File: src/rtl/vga_timing_pkg.sv
// VGA 640x480@60 timing constants and shared types.
// Frame geometry, counter width and the sync polarity encoding.
package vga_timing_pkg;

    localparam int CNT_W   = 10;
    localparam int CNT_MAX = 1 << CNT_W;

    localparam int DEF_H_ACTIVE = 640;
    localparam int DEF_H_FP     = 16;
    localparam int DEF_H_SYNC   = 96;
    localparam int DEF_H_BP     = 48;
    localparam int DEF_V_ACTIVE = 480;
    localparam int DEF_V_FP     = 10;
    localparam int DEF_V_SYNC   = 2;
    localparam int DEF_V_BP     = 33;

    localparam int DEF_H_TOTAL =
        DEF_H_ACTIVE + DEF_H_FP + DEF_H_SYNC + DEF_H_BP;
    localparam int DEF_V_TOTAL =
        DEF_V_ACTIVE + DEF_V_FP + DEF_V_SYNC + DEF_V_BP;

    localparam logic SYNC_ACT_LOW  = 1'b0;
    localparam logic SYNC_ACT_HIGH = 1'b1;

    typedef struct packed {
        logic video;
        logic hs;
        logic vs;
    } vga_ctl_t;

    function automatic bit totals_ok(input int h_total,
                                     input int v_total);
        return (h_total <= CNT_MAX) && (v_total <= CNT_MAX);
    endfunction

    localparam bit DEF_TOTALS_OK =
        totals_ok(DEF_H_TOTAL, DEF_V_TOTAL);

endpackage

File: src/rtl/vga_timing_gen_sync_delay_line.sv
// Enable-gated shift register aligning video/sync flags with lookup latency.
// DEPTH=0 degenerates to a wire.
module sync_delay_line #(
    parameter int               WIDTH   = 3,
    parameter int               DEPTH   = 1,
    parameter logic [WIDTH-1:0] RST_VAL = '0
) (
    input  logic             clk,
    input  logic             reset,
    input  logic             en,
    input  logic [WIDTH-1:0] d,
    output logic [WIDTH-1:0] q
);

    if (DEPTH == 0) begin : g_pass
        logic unused_ctl;
        assign unused_ctl = ^{clk, reset, en};
        assign q = d;
    end else begin : g_shift
        logic [WIDTH-1:0] stage [DEPTH];

        always_ff @(posedge clk) begin
            if (reset) begin
                for (int i = 0; i < DEPTH; i++) stage[i] <= RST_VAL;
            end else if (en) begin
                stage[0] <= d;
                for (int i = 1; i < DEPTH; i++) stage[i] <= stage[i-1];
            end
        end

        assign q = stage[DEPTH-1];
    end

endmodule

File: src/rtl/vga_timing_gen.sv
// VGA raster counters with position decode and delayed video/sync outputs.
// Decode works on the next count so PIPE_DLY=0 matches the live counters.
module vga_timing_gen
    import vga_timing_pkg::*;
#(
    parameter int   H_ACTIVE = DEF_H_ACTIVE,
    parameter int   H_FP     = DEF_H_FP,
    parameter int   H_SYNC   = DEF_H_SYNC,
    parameter int   H_BP     = DEF_H_BP,
    parameter int   V_ACTIVE = DEF_V_ACTIVE,
    parameter int   V_FP     = DEF_V_FP,
    parameter int   V_SYNC   = DEF_V_SYNC,
    parameter int   V_BP     = DEF_V_BP,
    parameter logic SYNC_POL = SYNC_ACT_LOW,
    parameter int   PIPE_DLY = 1
) (
    input  logic             clk,
    input  logic             reset,
    input  logic             pix_en,
    output logic [CNT_W-1:0] pixel_column,
    output logic [CNT_W-1:0] pixel_row,
    output logic             video_on,
    output logic             horiz_sync,
    output logic             vert_sync,
    output logic             frame_start
);

    localparam int H_TOTAL = H_ACTIVE + H_FP + H_SYNC + H_BP;
    localparam int V_TOTAL = V_ACTIVE + V_FP + V_SYNC + V_BP;

    if (!totals_ok(H_TOTAL, V_TOTAL)) begin : g_bad_totals
        $error("vga_timing_gen: H_TOTAL/V_TOTAL exceed counter range");
    end

    localparam logic [CNT_W-1:0] H_LAST = CNT_W'(H_TOTAL - 1);
    localparam logic [CNT_W-1:0] V_LAST = CNT_W'(V_TOTAL - 1);
    localparam logic [CNT_W-1:0] H_VIS  = CNT_W'(H_ACTIVE);
    localparam logic [CNT_W-1:0] V_VIS  = CNT_W'(V_ACTIVE);
    localparam logic [CNT_W-1:0] HS_LO  = CNT_W'(H_ACTIVE + H_FP);
    localparam logic [CNT_W-1:0] HS_HI  = CNT_W'(H_ACTIVE + H_FP + H_SYNC - 1);
    localparam logic [CNT_W-1:0] VS_LO  = CNT_W'(V_ACTIVE + V_FP);
    localparam logic [CNT_W-1:0] VS_HI  = CNT_W'(V_ACTIVE + V_FP + V_SYNC - 1);

    localparam vga_ctl_t CTL_RST = '{
        video: 1'b0,
        hs:    ~SYNC_POL,
        vs:    ~SYNC_POL
    };

    logic [CNT_W-1:0] h_q, v_q;
    logic [CNT_W-1:0] h_nxt, v_nxt;
    logic             h_wrap, v_wrap;
    vga_ctl_t         dec_nxt, dec_q, dly_q;

    always_comb begin
        h_wrap = (h_q == H_LAST);
        v_wrap = (v_q == V_LAST);
        h_nxt  = h_wrap ? '0 : h_q + 1'b1;
        v_nxt  = v_q;
        if (h_wrap) v_nxt = v_wrap ? '0 : v_q + 1'b1;
    end

    always_comb begin
        dec_nxt.video = (h_nxt < H_VIS) && (v_nxt < V_VIS);
        dec_nxt.hs    = (h_nxt >= HS_LO && h_nxt <= HS_HI)
                      ? SYNC_POL : ~SYNC_POL;
        dec_nxt.vs    = (v_nxt >= VS_LO && v_nxt <= VS_HI)
                      ? SYNC_POL : ~SYNC_POL;
    end

    always_ff @(posedge clk) begin
        if (reset) begin
            h_q         <= '0;
            v_q         <= '0;
            dec_q       <= CTL_RST;
            frame_start <= 1'b0;
        end else begin
            frame_start <= pix_en && h_wrap && v_wrap;
            if (pix_en) begin
                h_q   <= h_nxt;
                v_q   <= v_nxt;
                dec_q <= dec_nxt;
            end
        end
    end

    sync_delay_line #(
        .WIDTH   ($bits(vga_ctl_t)),
        .DEPTH   (PIPE_DLY),
        .RST_VAL (CTL_RST)
    ) u_dly (
        .clk   (clk),
        .reset (reset),
        .en    (pix_en),
        .d     (dec_q),
        .q     (dly_q)
    );

    assign pixel_column = h_q;
    assign pixel_row    = v_q;
    assign video_on     = dly_q.video;
    assign horiz_sync   = dly_q.hs;
    assign vert_sync    = dly_q.vs;

endmodule

File: config.mk
export PLATFORM = sky130hd
export DESIGN_NAME = vga_timing_gen
export DESIGN_NICKNAME = d
export VERILOG_FILES = /design/src/rtl/vga_timing_pkg.sv /design/src/rtl/vga_timing_gen_sync_delay_line.sv /design/src/rtl/vga_timing_gen.sv
export SDC_FILE = /design/constraint.sdc
export NUM_CORES = 1
export LEC_CHECK = 0
export ABC_AREA = 1
export ABC_CLOCK_PERIOD_IN_PS = 5220
export BUFFER_PORTS_ARGS = -buffer_cell sky130_fd_sc_hd__clkbuf_2
export CELL_PAD_IN_SITES_DETAIL_PLACEMENT = 0
export CELL_PAD_IN_SITES_GLOBAL_PLACEMENT = 2
export CORE_MARGIN = 1.5
export CORE_UTILIZATION = 34
export CTS_CLUSTER_SIZE = 12
export DETAILED_ROUTE_END_ITERATION = 16
export PLACE_DENSITY_LB_ADDON = 0.1
export SLEW_MARGIN = 5
export SYNTH_ARGS = -nofsm -noshare
export SYNTH_HDL_FRONTEND = slang
export SYNTH_HIERARCHICAL = 1
export SYNTH_SLANG_ARGS = --single-unit
export TNS_END_PERCENT = 100
File: constraint.sdc
create_clock -name clk -period 5.22 [get_ports clk]
set_input_delay 0.783 -clock clk [delete_from_list [all_inputs] [get_ports clk]]
set_output_delay 0.783 -clock clk [all_outputs]
set_load 0.01 [all_outputs]
# == Word-level counts from Yosys, hierarchy flattened ==
# Memory sizes are Yosys's and may differ from the RTL's.
# Cells that the tools add are included.
# word_totals
ff_bits,24
latch_bits,0
mem_bits_rw,3
romBits,0
input_bits,3
output_inout_bits,24
memories,1
# classes
add_sub_neg,2
n_mul,0
div,0
n_lt_le_gt_ge,6
eq_ne,2
shift,0
muxes,12
bitwise,0
reduce_logical,6
# mem_list
memory,depth,width,rd,rd_clocked_by_memory_dff,write_ports,line,source
u_dly.g_shift.stage,1,3,1,0,1,vga_timing_gen_sync_delay_line.sv:20,logic [WIDTH-1:0] stage [DEPTH];
# ops
cell,count
2-to-1 mux 10 bit,3
adder 10 x 1 -> 10 bit (second input constant),2
equality test 10 bit (second input constant),2
>= comparator 10 bit (second input constant),1
>= comparator 10 x 9 -> 1 bit (second input constant),1
<= comparator 10 bit (second input constant),1
<= comparator 10 x 9 -> 1 bit (second input constant),1
< comparator 10 bit (second input constant),1
< comparator 10 x 9 -> 1 bit (second input constant),1
2-to-1 mux 1 bit,8
logical AND 1 bit,5
2-to-1 mux 3 bit,1
OR reduction 3 bit,1

# == Longest topological paths before layout ==
# logic_depth
ltp_word,6
mapped_depth,14

# == Hierarchy ==
# The synthesis kept the hierarchy.
# by_module_without_submodules
module,n_inst,cells_each,area_each_um2,seq_area_each_um2
vga_timing_gen,1,244,1662.8,480.5
sync_delay_line,1,14,133.9,90.1

# == Least setup slack after synthesis ==
# No wires, ideal clock.
# synth_path
path_type,reg2reg
startpoint,"reg h_q[0], in the netlist pixel_column[0]"
endpoint,reg dec_q[0] (netlist name)
setup_time_ns,0.115
t_arrival_ns,1.692
required_ns,5.105
slack_ns,3.413
stages_incl_launch_ff,13
period_less_slack_ns,1.807
cell_sequence,dfxtp_1 > ha_1 > nand2_4 > nor2_8 > inv_4 > nor2_8 > nand2_4 > xor2_1 > nand2_1 > nor2_1 > nand2_1 > nand2_1 > nand2_1
# synth_between
elab_chain_len,5
word_cells_on_any_way,6
classes_between,order compare: 2; eq/ne: 1; mux: 2; reduce/logical: 1
# synth_lines
item,line,source
start: declaration,vga_timing_gen.sv:50,"logic [CNT_W-1:0] h_q, v_q;"
start signal: assignment,vga_timing_gen.sv:80,h_q <= h_nxt;
equality test 10 bit *,vga_timing_gen.sv:56,h_wrap = (h_q == H_LAST);
2-to-1 mux 10 bit *,vga_timing_gen.sv:60,if (h_wrap) v_nxt = v_wrap ? '0 : v_q + 1'b1;
>= comparator 10 x 9 -> 1 bit or <= comparator 10 x 9 -> 1 bit (tied branches),vga_timing_gen.sv:67,dec_nxt.vs = (v_nxt >= VS_LO && v_nxt <= VS_HI)
logical AND 1 bit *,vga_timing_gen.sv:67,
2-to-1 mux 1 bit *,vga_timing_gen.sv:68,? SYNC_POL : ~SYNC_POL;
end signal: assignment,vga_timing_gen.sv:82,dec_q <= dec_nxt;
end: declaration,vga_timing_gen.sv:53,"vga_ctl_t dec_nxt, dec_q, dly_q;"
# Every way passes the cells marked *; elsewhere a longest branch is shown, timed or not.
# A chain may end at the register's enable or synchronous reset.

# == Worst setup path in the final report ==
# layout_path
startpoint,"reg v_q[0], in the netlist pixel_row[0]"
endpoint,reg dec_q[0] (netlist name)
# layout_between
elab_chain_len,6
word_cells_on_any_way,8
classes_between,add/sub: 1; order compare: 2; eq/ne: 1; mux: 3; reduce/logical: 1
# layout_lines
item,line,source
start: declaration,vga_timing_gen.sv:50,
start signal: assignment,vga_timing_gen.sv:81,v_q <= v_nxt;
adder 10 x 1 -> 10 bit or equality test 10 bit (tied branches),"vga_timing_gen.sv:60, vga_timing_gen.sv:57",
2-to-1 mux 10 bit,vga_timing_gen.sv:60,
2-to-1 mux 10 bit *,vga_timing_gen.sv:60,
>= comparator 10 x 9 -> 1 bit or <= comparator 10 x 9 -> 1 bit (tied branches),vga_timing_gen.sv:67,
logical AND 1 bit *,vga_timing_gen.sv:67,
2-to-1 mux 1 bit *,vga_timing_gen.sv:68,
# Marks and branches as above.

==> impl_results.rst <==
.. list-table::
   :header-rows: 1

   * - Metric
     - Value
   * - Static leakage
     - 0.9770 nW
   * - Slowest-stage cell, CP
     - sky130_fd_sc_hd__dfxtp_1
   * - Setup violations, final
     - 0
   * - Min Clock Period, post-route
     - 2010 ps
   * - Number of enable flip-flop cells after synthesis
     - 3
   * - Ys async rst share
     - 0%
   * - Warning count from the yosys run
     - 6
   * - Total gr overflow
     - 0
   * - Crit path arrival time
     - 2200 ps
   * - Unrepaired setup endpoints after global routing
     - no
   * - Classification of the worst setup path
     - flip-flop to flip-flop
   * - Crit path buffers/inverters
     - 1
   * - Total power density per cell area
     - 217.1 mW/mm^2
   * - Cell count of the worst hold path
     - 2
   * - Residual DRC count
     - 0
   * - Die Outline Area
     - 0.005730 mm^2
   * - DPL Wire Length
     - 3357 um
   * - Headroom to the max-slew limit
     - 55.29%
   * - Detailed-route vias per instance
     - 4.801
   * - Status
     - complete, no violations
   * - Critical-path cell list
     - ha_1 -> inv_1 -> nor2_2 -> nand3_1 -> nand2_1 -> nand2_1 -> nand2_1 -> nand2_1 -> nor2_2 -> nand2_1 -> nor2_1 -> nand2_1 -> nand2_1 -> nand2_1
   * - Hold Buf Count CTS
     - 0
   * - Number of sinks handled by clock tree synthesis
     - 27
   * - Via Count
     - 1685
   * - Maximum number of pins on one net before global-route repair
     - 38
   * - CTS Root Cell
     - sky130_fd_sc_hd__clkbuf_8
   * - Hold Crit Class
     - flip-flop to flip-flop
   * - Growth of design area from synthesis to finish
     - 12.81%
   * - Effective utilization at floorplan
     - 35.18%
   * - Final estimated routing congestion in global placement
     - 0.7552
   * - Count of cells along the worst register-to-register path
     - 14
   * - Post-synthesis instance area
     - 0.001797 mm^2
   * - Maximum fanout count along the critical path
     - 7
   * - Number of distinct library cells after synthesis
     - 36
   * - Wire length of the first global-routing pass
     - 7300 um
   * - Number of placed I/O pins
     - 27
   * - Fin nets
     - 289
   * - Mapped Nets
     - 265
   * - Number of H-tree levels
     - 1
   * - FP Rows
     - 26
   * - Startpoint kind of the worst setup timing path
     - flip-flop
   * - DR WL/cell
     - 12.97 um
   * - Horizontal extent of the die
     - 75.70 um
   * - Worst endpoint required time
     - 5410 ps
   * - Max Clk Rate
     - 0.4975 GHz
   * - Fraction of layout instances using a drive strength above 1
     - 21.35%
   * - Cts bufs inserted
     - 3
   * - Finished Core Util
     - 39.69%
   * - Number of cells produced by synthesis
     - 258
   * - Critical path capture point type
     - flip-flop
   * - Clock slew at the register clock pins of the worst setup and hold paths
     - 110 ps
   * - Y dimension of the die
     - 75.70 um
   * - Total count of hold-check failures in the final report
     - 0
   * - Post-route setup TNS
     - 0 ps
   * - Post-Route Skew
     - 12.47 ps
   * - Crit path largest cell delay
     - 500 ps
   * - Final number of max-transition violations
     - 0
   * - Share of synthesized area occupied by flip-flops and latches
     - 31.75%
   * - Transition at the pin with the smallest max-transition slack
     - 670.6 ps
   * - Maximum ir drop on the vdd rail
     - 102.4 uV
   * - Vias in the first global route
     - 1490
   * - Commonest non-fill, non-tap cells in the layout
     - sky130_fd_sc_hd__nand2_1, sky130_fd_sc_hd__inv_1, sky130_fd_sc_hd__clkbuf_2
   * - Final wirelength
     - 4552 um
   * - Diode insertion count for antenna repair
     - 0
   * - Setup bufs post-CTS
     - 0
   * - Average cell area after synthesis
     - 6.964 um^2
   * - Number of gates resized after cts
     - 0
   * - CP most frequent cell
     - sky130_fd_sc_hd__nand2_1
   * - Starting DRT DRC Count
     - 53
   * - Core area
     - 0.005107 mm^2
   * - DRT antenna net count
     - 0
   * - Detailed Routing Iterations Pass 1
     - 4
   * - CTS tree
     - built
   * - Antenna violations before repair
     - 0
   * - Cell class contributing the biggest share of worst-path delay
     - simple AND/OR/NAND/NOR gates
   * - Primary flip-flop cell chosen by synthesis mapping
     - sky130_fd_sc_hd__dfxtp_1
   * - Final worst path period share
     - 38.50%
   * - Register bit total from synthesis
     - 27
   * - Port Buf Inserts
     - 26
   * - Max-cap check violation count
     - 0
   * - Clock latency reported for the late side of the worst-skew pair
     - 280 ps
   * - Clock Tree Buf Depth
     - 2
   * - Commonest non-fill, non-tap cell in the layout
     - sky130_fd_sc_hd__nand2_1
   * - Total routing resource utilization after global routing
     - 16.97%
   * - Critical path depth
     - 14
worst register-to-register path: cells and delay by family (launching register included):
family,cells,cell delay (ps)
adders and majority gates,1,330
buffers and inverters,1,80
DFF,1,500
and+or+nand+nor,12,1000
synth_stat cells (3+ instances only):
| cell type | count | area (um^2) |
|---|---|---|
| sky130_fd_sc_hd__dfxtp_1 | 24 | 480.5 |
| sky130_fd_sc_hd__o21ai_2 | 3 | 26.28 |
| sky130_fd_sc_hd__edfxtp_1 | 3 | 90.09 |
| sky130_fd_sc_hd__nor2_2 | 8 | 50.05 |
| sky130_fd_sc_hd__nand4_1 | 8 | 50.05 |
| sky130_fd_sc_hd__nor3_1 | 3 | 15.01 |
| sky130_fd_sc_hd__ha_1 | 4 | 50.05 |
| sky130_fd_sc_hd__nand3_1 | 16 | 80.08 |
| sky130_fd_sc_hd__clkbuf_1 | 4 | 15.01 |
| sky130_fd_sc_hd__inv_1 | 36 | 135.1 |
| sky130_fd_sc_hd__o21ai_1 | 3 | 15.01 |
| sky130_fd_sc_hd__nand4_4 | 3 | 63.81 |
| sky130_fd_sc_hd__nor2_1 | 15 | 56.30 |
| sky130_fd_sc_hd__o21ai_0 | 20 | 100.1 |
| sky130_fd_sc_hd__a211oi_1 | 4 | 30.03 |
| sky130_fd_sc_hd__nand2_2 | 3 | 18.77 |
| sky130_fd_sc_hd__nand2_1 | 57 | 214.0 |
| sky130_fd_sc_hd__a21oi_1 | 20 | 100.1 |
| sky130_fd_sc_hd__inv_2 | 3 | 11.26 |
final timing paths:
check	to	startpoint	slack [ps]
min	dec_q[2]$_SDFFE_PP0P_	dec_q[2]$_SDFFE_PP0P_	470
min reg2reg	dec_q[2]$_SDFFE_PP0P_	dec_q[2]$_SDFFE_PP0P_	470
max reg2reg	dec_q[0]$_SDFFE_PP1P_	pixel_row[0]$_SDFFE_PP0P_	3210
max	dec_q[0]$_SDFFE_PP1P_	pixel_row[0]$_SDFFE_PP0P_	3210
flip-flops by register name, indices dropped and copies added, names as in the netlist:
name / flops
u_dly/g_shift.stage: 3
pixel_row: 10
pixel_column: 10
dec_q: 3
frame_start: 1
per-layer routing:
layer,part of all wire (%),GRT usage [%]
met4,1.7,5.952
met5,0,0
met3,3.0,1.984
met1,48,22.57
met2,47,28.46
logic make-up (layout without fill, tap and decap cells):
family / Yosys count / after routing / share of synthesized area (%)
AOI/OAI and AO/OA: 54 / 54 / 16.71
xor gates and xnor gates: 2 / 2 / 0.9751
adders and majority gates: 4 / 4 / 2.786
buffers and inverters: 49 / 72 / 11.00
DFF: 27 / 27 / 31.76
and+or+nand+nor: 122 / 122 / 36.77
report_power, final:
group | total [mW] | leakage, nW | switching (mW) | internal [mW]
Combinational | 0.0733 | 0.731 | 0.0477 | 0.0256
Clock | 0.127 | 0.0217 | 0.0722 | 0.0544
Sequential | 0.240 | 0.225 | 0.0187 | 0.221
metrics by stage:
stage                     power, mW  area, um^2  setup slack, ps  hold slack [ps]  std cells
final                        0.4401        2027             3210            470.4        351
after global routing         0.4653        2027             2989            502.9        351
after CTS                    0.4455        2027             3134            474.5        351
after detailed placement     0.3190        1978             3088            457.7        347
after global placement       0.3198        1978             3105            456.7        347
after floorplan              0.2941        1797             3413            440.4        258
area by class of cell:
cell class	count	area, um^2
clock buffer	3	41.29
clock inverter	1	7.507
fill	584	3080
inverter	42	161.4
multi-input combinational	182	1028
sequential	27	570.5
tap	70	87.58
timing repair buffer	26	130.1
Power figures use the tool's default switching activity.
